### config.mk
export PLATFORM = sky130hd
export DESIGN_NAME = snn_frame_sequencer
export DESIGN_NICKNAME = d
export VERILOG_FILES = /design/src/rtl/snn_frame_sequencer.sv
export SDC_FILE = /design/constraint.sdc
export NUM_CORES = 1
export LEC_CHECK = 0
export ABC_AREA = 1
export ABC_CLOCK_PERIOD_IN_PS = 12200
export CORE_MARGIN = 2
export CORE_UTILIZATION = 31
export CTS_CLUSTER_DIAMETER = 100
export DETAILED_ROUTE_END_ITERATION = 7
export SLEW_MARGIN = 40
export SYNTH_ARGS = -nofsm -noshare
export SYNTH_HDL_FRONTEND = slang
export SYNTH_SLANG_ARGS = --single-unit
### constraint.sdc
create_clock -name clk -period 12.2 [get_ports clk]
set_clock_uncertainty 0.05 [all_clocks]
set_input_delay 2.44 -clock clk [delete_from_list [all_inputs] [get_ports clk]]
set_output_delay 2.44 -clock clk [all_outputs]
set_load 0.03 [all_outputs]
### src/rtl/snn_frame_sequencer.sv
// Frame sequencer for the 16-neuron NVM block. It snapshots a frame of axon spikes,
// fetches the synapse row of each spiking axon and integrates it, then latches the result.
module snn_frame_sequencer #(
  parameter int                 NUM_AXONS = 256,
  parameter int                 NUM_EXC   = 128,
  parameter logic signed [15:0] W_EXC     = 16'sd1,
  parameter logic signed [15:0] W_INH     = 16'sd1,
  parameter int                 AW        = $clog2(NUM_AXONS)
) (
  input  logic                 clk,
  input  logic                 rst,
  input  logic                 start,
  input  logic [NUM_AXONS-1:0] axon_spikes,
  output logic                 busy,
  output logic                 syn_req,
  output logic [AW-1:0]        syn_addr,
  input  logic                 syn_ack,
  input  logic [15:0]          syn_conn,
  output logic signed [15:0]   nb_stimuli,
  output logic [15:0]          nb_connection,
  output logic                 nb_enable,
  output logic                 nb_picture_done,
  input  logic [15:0]          nb_spike,
  output logic [15:0]          spike_out,
  output logic                 done
);

  typedef enum logic [2:0] {S_IDLE, S_SCAN, S_WAIT, S_LATCH, S_CLEAR} state_t;

  localparam logic [AW-1:0]      LAST_IDX = AW'(NUM_AXONS - 1);
  localparam logic signed [15:0] STIM_INH = -W_INH;

  state_t                 state_q, state_d;
  logic [AW-1:0]          idx_q, idx_d;
  logic [NUM_AXONS-1:0]   axon_q, axon_d;
  logic [15:0]            spike_q, spike_d;
  logic                   done_q, done_d;

  logic last, is_exc, fire;

  assign last   = (idx_q == LAST_IDX);
  assign is_exc = (32'(idx_q) < NUM_EXC);
  assign fire   = (state_q == S_WAIT) && syn_ack;

  always_comb begin
    state_d = state_q;
    idx_d   = idx_q;
    axon_d  = axon_q;
    spike_d = spike_q;
    done_d  = 1'b0;
    case (state_q)
      S_IDLE: if (start) begin
        axon_d  = axon_spikes;
        idx_d   = '0;
        state_d = S_SCAN;
      end
      S_SCAN: begin
        if (axon_q[idx_q])  state_d = S_WAIT;
        else if (last)      state_d = S_LATCH;
        else                idx_d   = idx_q + AW'(1);
      end
      // the neuron block integrates on the same edge that retires the request
      S_WAIT: if (syn_ack) begin
        if (last) state_d = S_LATCH;
        else begin
          idx_d   = idx_q + AW'(1);
          state_d = S_SCAN;
        end
      end
      S_LATCH: begin
        spike_d = nb_spike;
        done_d  = 1'b1;
        state_d = S_CLEAR;
      end
      S_CLEAR: state_d = S_IDLE;
      default: state_d = S_IDLE;
    endcase
  end

  always_ff @(posedge clk or posedge rst) begin
    if (rst) begin
      state_q <= S_IDLE;
      idx_q   <= '0;
      axon_q  <= '0;
      spike_q <= '0;
      done_q  <= 1'b0;
    end else begin
      state_q <= state_d;
      idx_q   <= idx_d;
      axon_q  <= axon_d;
      spike_q <= spike_d;
      done_q  <= done_d;
    end
  end

  assign busy            = (state_q != S_IDLE);
  assign syn_req         = (state_q == S_WAIT);
  assign syn_addr        = idx_q;
  assign nb_enable       = fire;
  assign nb_connection   = fire ? syn_conn : 16'h0000;
  assign nb_stimuli      = (state_q == S_WAIT) ? (is_exc ? W_EXC : STIM_INH) : 16'sd0;
  assign nb_picture_done = (state_q == S_CLEAR);
  assign spike_out       = spike_q;
  assign done            = done_q;

endmodule

Word-level counts from Yosys, hierarchy flattened
Index checks and enable logic that the tools add are counted.
{ "op_classes": {"muxes": 17, "n_lt_le_gt_ge": 2, "eq_ne": 9, "n_addsub": 1, "n_reduce_logical": 7} }
{ "ops": {"columns": ["operator", "n"], "rows": [
  ["two-way mux 16 bit", 3],
  ["two-way mux 8 bit", 4],
  ["one-hot mux 8 bit (3 select lines)", 1],
  ["two-way mux 3 bit", 4],
  ["one-hot mux 3 bit (4 select lines)", 1],
  ["less-than comparator 8 x 9 -> 1 bit (second input constant)", 1],
  ["adder 8 x 1 -> 8 bit (second input constant)", 1],
  ["binary-select mux 1 bit (select 8 bit)", 1],
  ["equality test 8 bit (second input constant)", 1],
  ["less-than comparator 8 bit (second input constant)", 1],
  ["equality test 3 x 2 -> 1 bit (second input constant)", 2],
  ["nonzero test 3 bit", 2],
  ["!= test 2 bit (second input constant)", 2],
  ["AND reduction 4 bit", 1],
  ["equality test 3 x 1 -> 1 bit (second input constant)", 1],
  ["equality test 3 bit (second input constant)", 1],
  ["logical NOT 3 bit", 1],
  ["!= test 3 bit (second input constant)", 1],
  ["AND reduction 3 bit", 1],
  ["two-way mux 1 bit", 2],
  ["two-way mux 2 bit", 1],
  ["!= test 2 x 1 -> 1 bit (second input constant)", 1],
  ["AND reduction 2 bit", 1],
  ["logical AND 1 bit", 1]
]} }
{ "totals": {"reg_bits": 284, "input_bits": 292} }

Longest topological paths before layout
{ "depth": {"ltp_word": 4, "depth_mapped": 19, "ltp_nobuf": 18} }

Least setup slack after synthesis
Ideal clock, no wire load.
{ "synth_path": {"kind": "input-to-output", "startpoint": "in syn_ack", "endpoint": "out nb_connection[10]", "required_time_ns": 9.710, "path_stages": 5, "path_buffers": 1, "t_arrival_ns": 3.791, "slack_ns": 5.919, "path_cell_list": "inv_1 -> nor2_1 -> inv_1 -> clkbuf_1 -> nor2_1"} }
{ "synth_via": {"elab_chain_cells": 2} }
{ "synth_rtl": {"columns": ["item", "line", "rtl"], "rows": [
  ["from (decl)", "17", "input logic syn_ack,"],
  ["logical AND 1 bit", "43", "assign fire = (state_q == S_WAIT) && syn_ack;"],
  ["net nb_enable", "21", "output logic nb_enable,"],
  ["two-way mux 16 bit", "100", "assign nb_connection = fire ? syn_conn : 16'h0000;"],
  ["to (decl)", "20", "output logic [15:0] nb_connection,"]
]} }
The timed path passes the listed nets, and every way through them passes these cells.

Worst setup path in the final report
{ "layout_path": {"startpoint": "in syn_ack", "endpoint": "out nb_connection[1]"} }
{ "layout_via": {"elab_chain_cells": 2} }
{ "layout_rtl": {"columns": ["item", "line"], "rows": [
  ["logical AND 1 bit", "43"],
  ["two-way mux 16 bit", "100"]
]} }
Every way passes these cells.

==> results.cfg <==
[worst_setup_path]
timing.critical_path.from = syn_ack
crit_fanout = 16
cpPeakStageDelay_ns = 0.69
worst_r2r_path_depth = 15
cp.required_ns = 9.71
criticalPathCategory = in -> out
setup.worst_path.end_class = output port
critical_path.startpoint_type = input pin
buf_inv_stages_crit_path = 4
worstSetupEndpoint = nb_connection[1]
cp_num_cells = 6
timing.rr.end = syn_addr[0]
kind_of_cell_with_the_highest_combined_delay_on_the_critical_path = buffers and inverters
worst_path_max_delay_cell = sky130_fd_sc_hd__clkdlybuf4s50_1
worst_r2r_startpoint = syn_addr[0]
worst-r2r-setup-slack_ns = 8.71
cp.arrival_ns = 4.22
path_cells = clkdlybuf4s50_1, inv_1, nor2_1, inv_1, nor2_1, clkdlybuf4s50_1

[floorplanning]
initial_utilization_pct = 31.4
die_h_um = 215
design.core.area_mm2 = 0.0441
boundaryPins = 353
die_w_um = 215
die-area_mm2 = 0.0463
num_rows = 77

[pwr]
vdd_ir_drop_max_mv = 0.109
power_per_cell_area_mw_per_mm2 = 226
leakage_power_figure_nw = 8.71

[cts]
clock_sinks = 284
clock_latency_ns = 0.53
cts_tree = done
number_of_hold_buffers_added_after_cts = 0
cts_htree_levels = 2
post-cts-setup-buffers = 0
cts.clk_slew.worst_paths_ns = 0.05
cts-root-to-sink-buffers = 3
buffer_type_at_the_clock_tree_root = sky130_fd_sc_hd__clkbuf_16
cts_made_buffers = 35
cts-resized-gates = 0

[placement]
port-buffer-count = 352
routabilityCongestion = 0.774
detailedPlacementHpwl_um = 28600

[cells_and_area]
fin_util_pct = 42.8
post_route_cells_drive_above_1_share_pct = 9.62
fin_nets = 2244
area.growth.synth_to_final_pct = 36.3
fill_cells = 4437

[synth]
post_synth_main_area_contributors = sky130_fd_sc_hd__dfrtp_1 (51%), sky130_fd_sc_hd__mux2_2 (8.8%), sky130_fd_sc_hd__nand2_1 (8.5%)
netlist-cell-type-count = 29
synth-warning-count = 0
seq_area_frac_synth_pct = 51.4
syn_area_per_cell_um2 = 8.35
synth_fp_nets = 1951
ys_seq_elements = 284
yosys.area.top_type_share_pct = 51.4
synth.cell_area_mm2 = 0.0138
yosysTopAreaCell = sky130_fd_sc_hd__dfrtp_1
syn_inst = 1658

[timing]
period_needed_ns = 6.71
final-max-slew-violation-count = 0
worst_slew_margin_rel_pct = 43.6
finalHoldViolations = 0
final_setup_fails = 0
finalCritPeriodShare_pct = 55.0
max_slew.worst_pin.slew_ns = 0.845
achievable-frequency_mhz = 149
final.setup.tns_ns = 0
grt_setup_unrepaired = false

[routing]
drt_pass1_iterations = 5
wire_per_inst_um = 16.6
residual_drc_count = 0
via_density_per_instance = 4.60
drtAntennaViolNets = 0
drt-initial-drc-count = 783
via_count = 11820
routed_wirelength_um = 42600

[status]
outcome = finished clean

[grt]
grt_start_max_net_pins = 205
grt_pass1_wl_um = 67300
groute.usage.overall_pct = 18.5
global_route.overflow_total = 0
initial_antenna_violation_count = 2
first_global_vias = 12025

[flow_run]
max_cap_violations = 0

[hold_path]
hp-class = reg -> reg
## logic make-up (layout without fill, tap and decap cells)
group | Yosys count | in the layout | share of synthesized area, %
AOI/OAI and AO/OA | 246 | 246 | 9.29
buffers and inverters | 312 | 630 | 9.66
and+or+nand+nor | 706 | 706 | 20.8
DFF | 284 | 284 | 51.4
other | 0 | 2 | 0
adders and majority gates | 1 | 1 | 0.0904
xor gates and xnor gates | 1 | 1 | 0.0633
muxes | 108 | 108 | 8.79
## worst min-delay path: stages, from the launching register on
cell                      delay [ns]
sky130_fd_sc_hd__dfrtp_1        0.34
sky130_fd_sc_hd__nand2_1        0.05
sky130_fd_sc_hd__nand2_1        0.04
## cells in the final DEF (no fill, tap or decap), types with 21 or more instances in the layout
cell type | synthesis | final
sky130_fd_sc_hd__a21oi_1 | 182 | 182
sky130_fd_sc_hd__clkbuf_16 | 0 | 37
sky130_fd_sc_hd__clkdlybuf4s50_1 | 0 | 352
sky130_fd_sc_hd__dfrtp_1 | 284 | 281
sky130_fd_sc_hd__inv_1 | 194 | 191
sky130_fd_sc_hd__mux2_2 | 108 | 108
sky130_fd_sc_hd__nand2_1 | 315 | 315
sky130_fd_sc_hd__nand3_1 | 117 | 116
sky130_fd_sc_hd__nor2_1 | 251 | 251
sky130_fd_sc_hd__o211ai_1 | 21 | 21
sky130_fd_sc_hd__o21ai_0 | 29 | 29
## synth_stat cells
| library cell | n |
|---|---|
| sky130_fd_sc_hd__nand3_2 | 2 |
| sky130_fd_sc_hd__clkbuf_1 | 50 |
| sky130_fd_sc_hd__o21ai_1 | 13 |
| sky130_fd_sc_hd__or2_2 | 1 |
| sky130_fd_sc_hd__xor2_1 | 1 |
| sky130_fd_sc_hd__nand3_4 | 1 |
| sky130_fd_sc_hd__o211ai_1 | 21 |
| sky130_fd_sc_hd__buf_2 | 30 |
| sky130_fd_sc_hd__mux2_2 | 108 |
| sky130_fd_sc_hd__buf_6 | 5 |
| sky130_fd_sc_hd__inv_2 | 5 |
| sky130_fd_sc_hd__nor2_1 | 251 |
| sky130_fd_sc_hd__nand4_1 | 9 |
| sky130_fd_sc_hd__ha_1 | 1 |
| sky130_fd_sc_hd__nand2_4 | 1 |
| sky130_fd_sc_hd__nand3_1 | 117 |
| sky130_fd_sc_hd__nand2_1 | 315 |
| sky130_fd_sc_hd__nor3b_1 | 1 |
| sky130_fd_sc_hd__clkinv_1 | 1 |
| sky130_fd_sc_hd__buf_4 | 24 |
| sky130_fd_sc_hd__buf_1 | 3 |
| sky130_fd_sc_hd__o21ai_0 | 29 |
| sky130_fd_sc_hd__nor4_1 | 1 |
| sky130_fd_sc_hd__nor3_1 | 6 |
| sky130_fd_sc_hd__inv_1 | 194 |
| sky130_fd_sc_hd__dfrtp_1 | 284 |
| sky130_fd_sc_hd__nor2_2 | 1 |
| sky130_fd_sc_hd__a21oi_1 | 182 |
| sky130_fd_sc_hd__a31oi_1 | 1 |
## through the flow
step	total power, W	instances	instance area, um2	setup WS, ns	hold slack, ns
floorplan	0.00278	1658	13800	1.87	0.421
global placement	0.00323	2504	17700	5.51	0.407
detailed placement	0.00329	2504	17700	5.52	0.407
CTS	0.00433	2566	18800	5.51	0.421
global route	0.00461	2570	18900	5.37	0.441
finish	0.00427	2570	18900	5.49	0.421
## worst min path at each step
stage / end / from / slack [ns] / cells past startpoint
finish: spike_out[4] / spike_out[4] / 0.42 / 2
global route: spike_out[13] / spike_out[13] / 0.44 / 2
CTS: spike_out[13] / spike_out[13] / 0.42 / 2
detailed placement: spike_out[10] / spike_out[10] / 0.41 / 2
global placement: spike_out[11] / spike_out[11] / 0.41 / 2
floorplan: state_q[2] / state_q[2] / 0.42 / 1
## layout make-up
type | instances | area, um2 | area share [%]
Antenna cell | 2 | 5.00 | 0.0265
Clock buffer | 55 | 1020 | 5.43
Clock inverter | 7 | 87.6 | 0.464
Inverter | 200 | 759 | 4.03
Multi-Input combinational cell | 1062 | 5410 | 28.7
Sequential cell | 284 | 7120 | 37.7
Tap cell | 592 | 741 | 3.93
Timing Repair Buffer | 368 | 3720 | 19.7
## layer usage
layer | wire length [um] | vias up | GRT usage (%)
met5 | 0 | - | 0
met4 | 732 | 0 | 5.08
met3 | 1920 | 45 | 3.21
met2 | 20900 | 272 | 31.4
met1 | 19100 | 5649 | 24.2
li1 | - | 5854 | -
## where the power goes
group	internal [W]	switching (W)	total, W
registers	0.00139	0.000192	0.00158
clock network	0.000618	0.000399	0.00102
logic	0.000693	0.000977	0.00167
## registers in the layout, summed over array words and instances (netlist names)
name / flops
axon_q: 256
state_q: 3
syn_addr: 8
done: 1
spike_out: 16
Note: power is estimated with default switching activity, not from simulation.
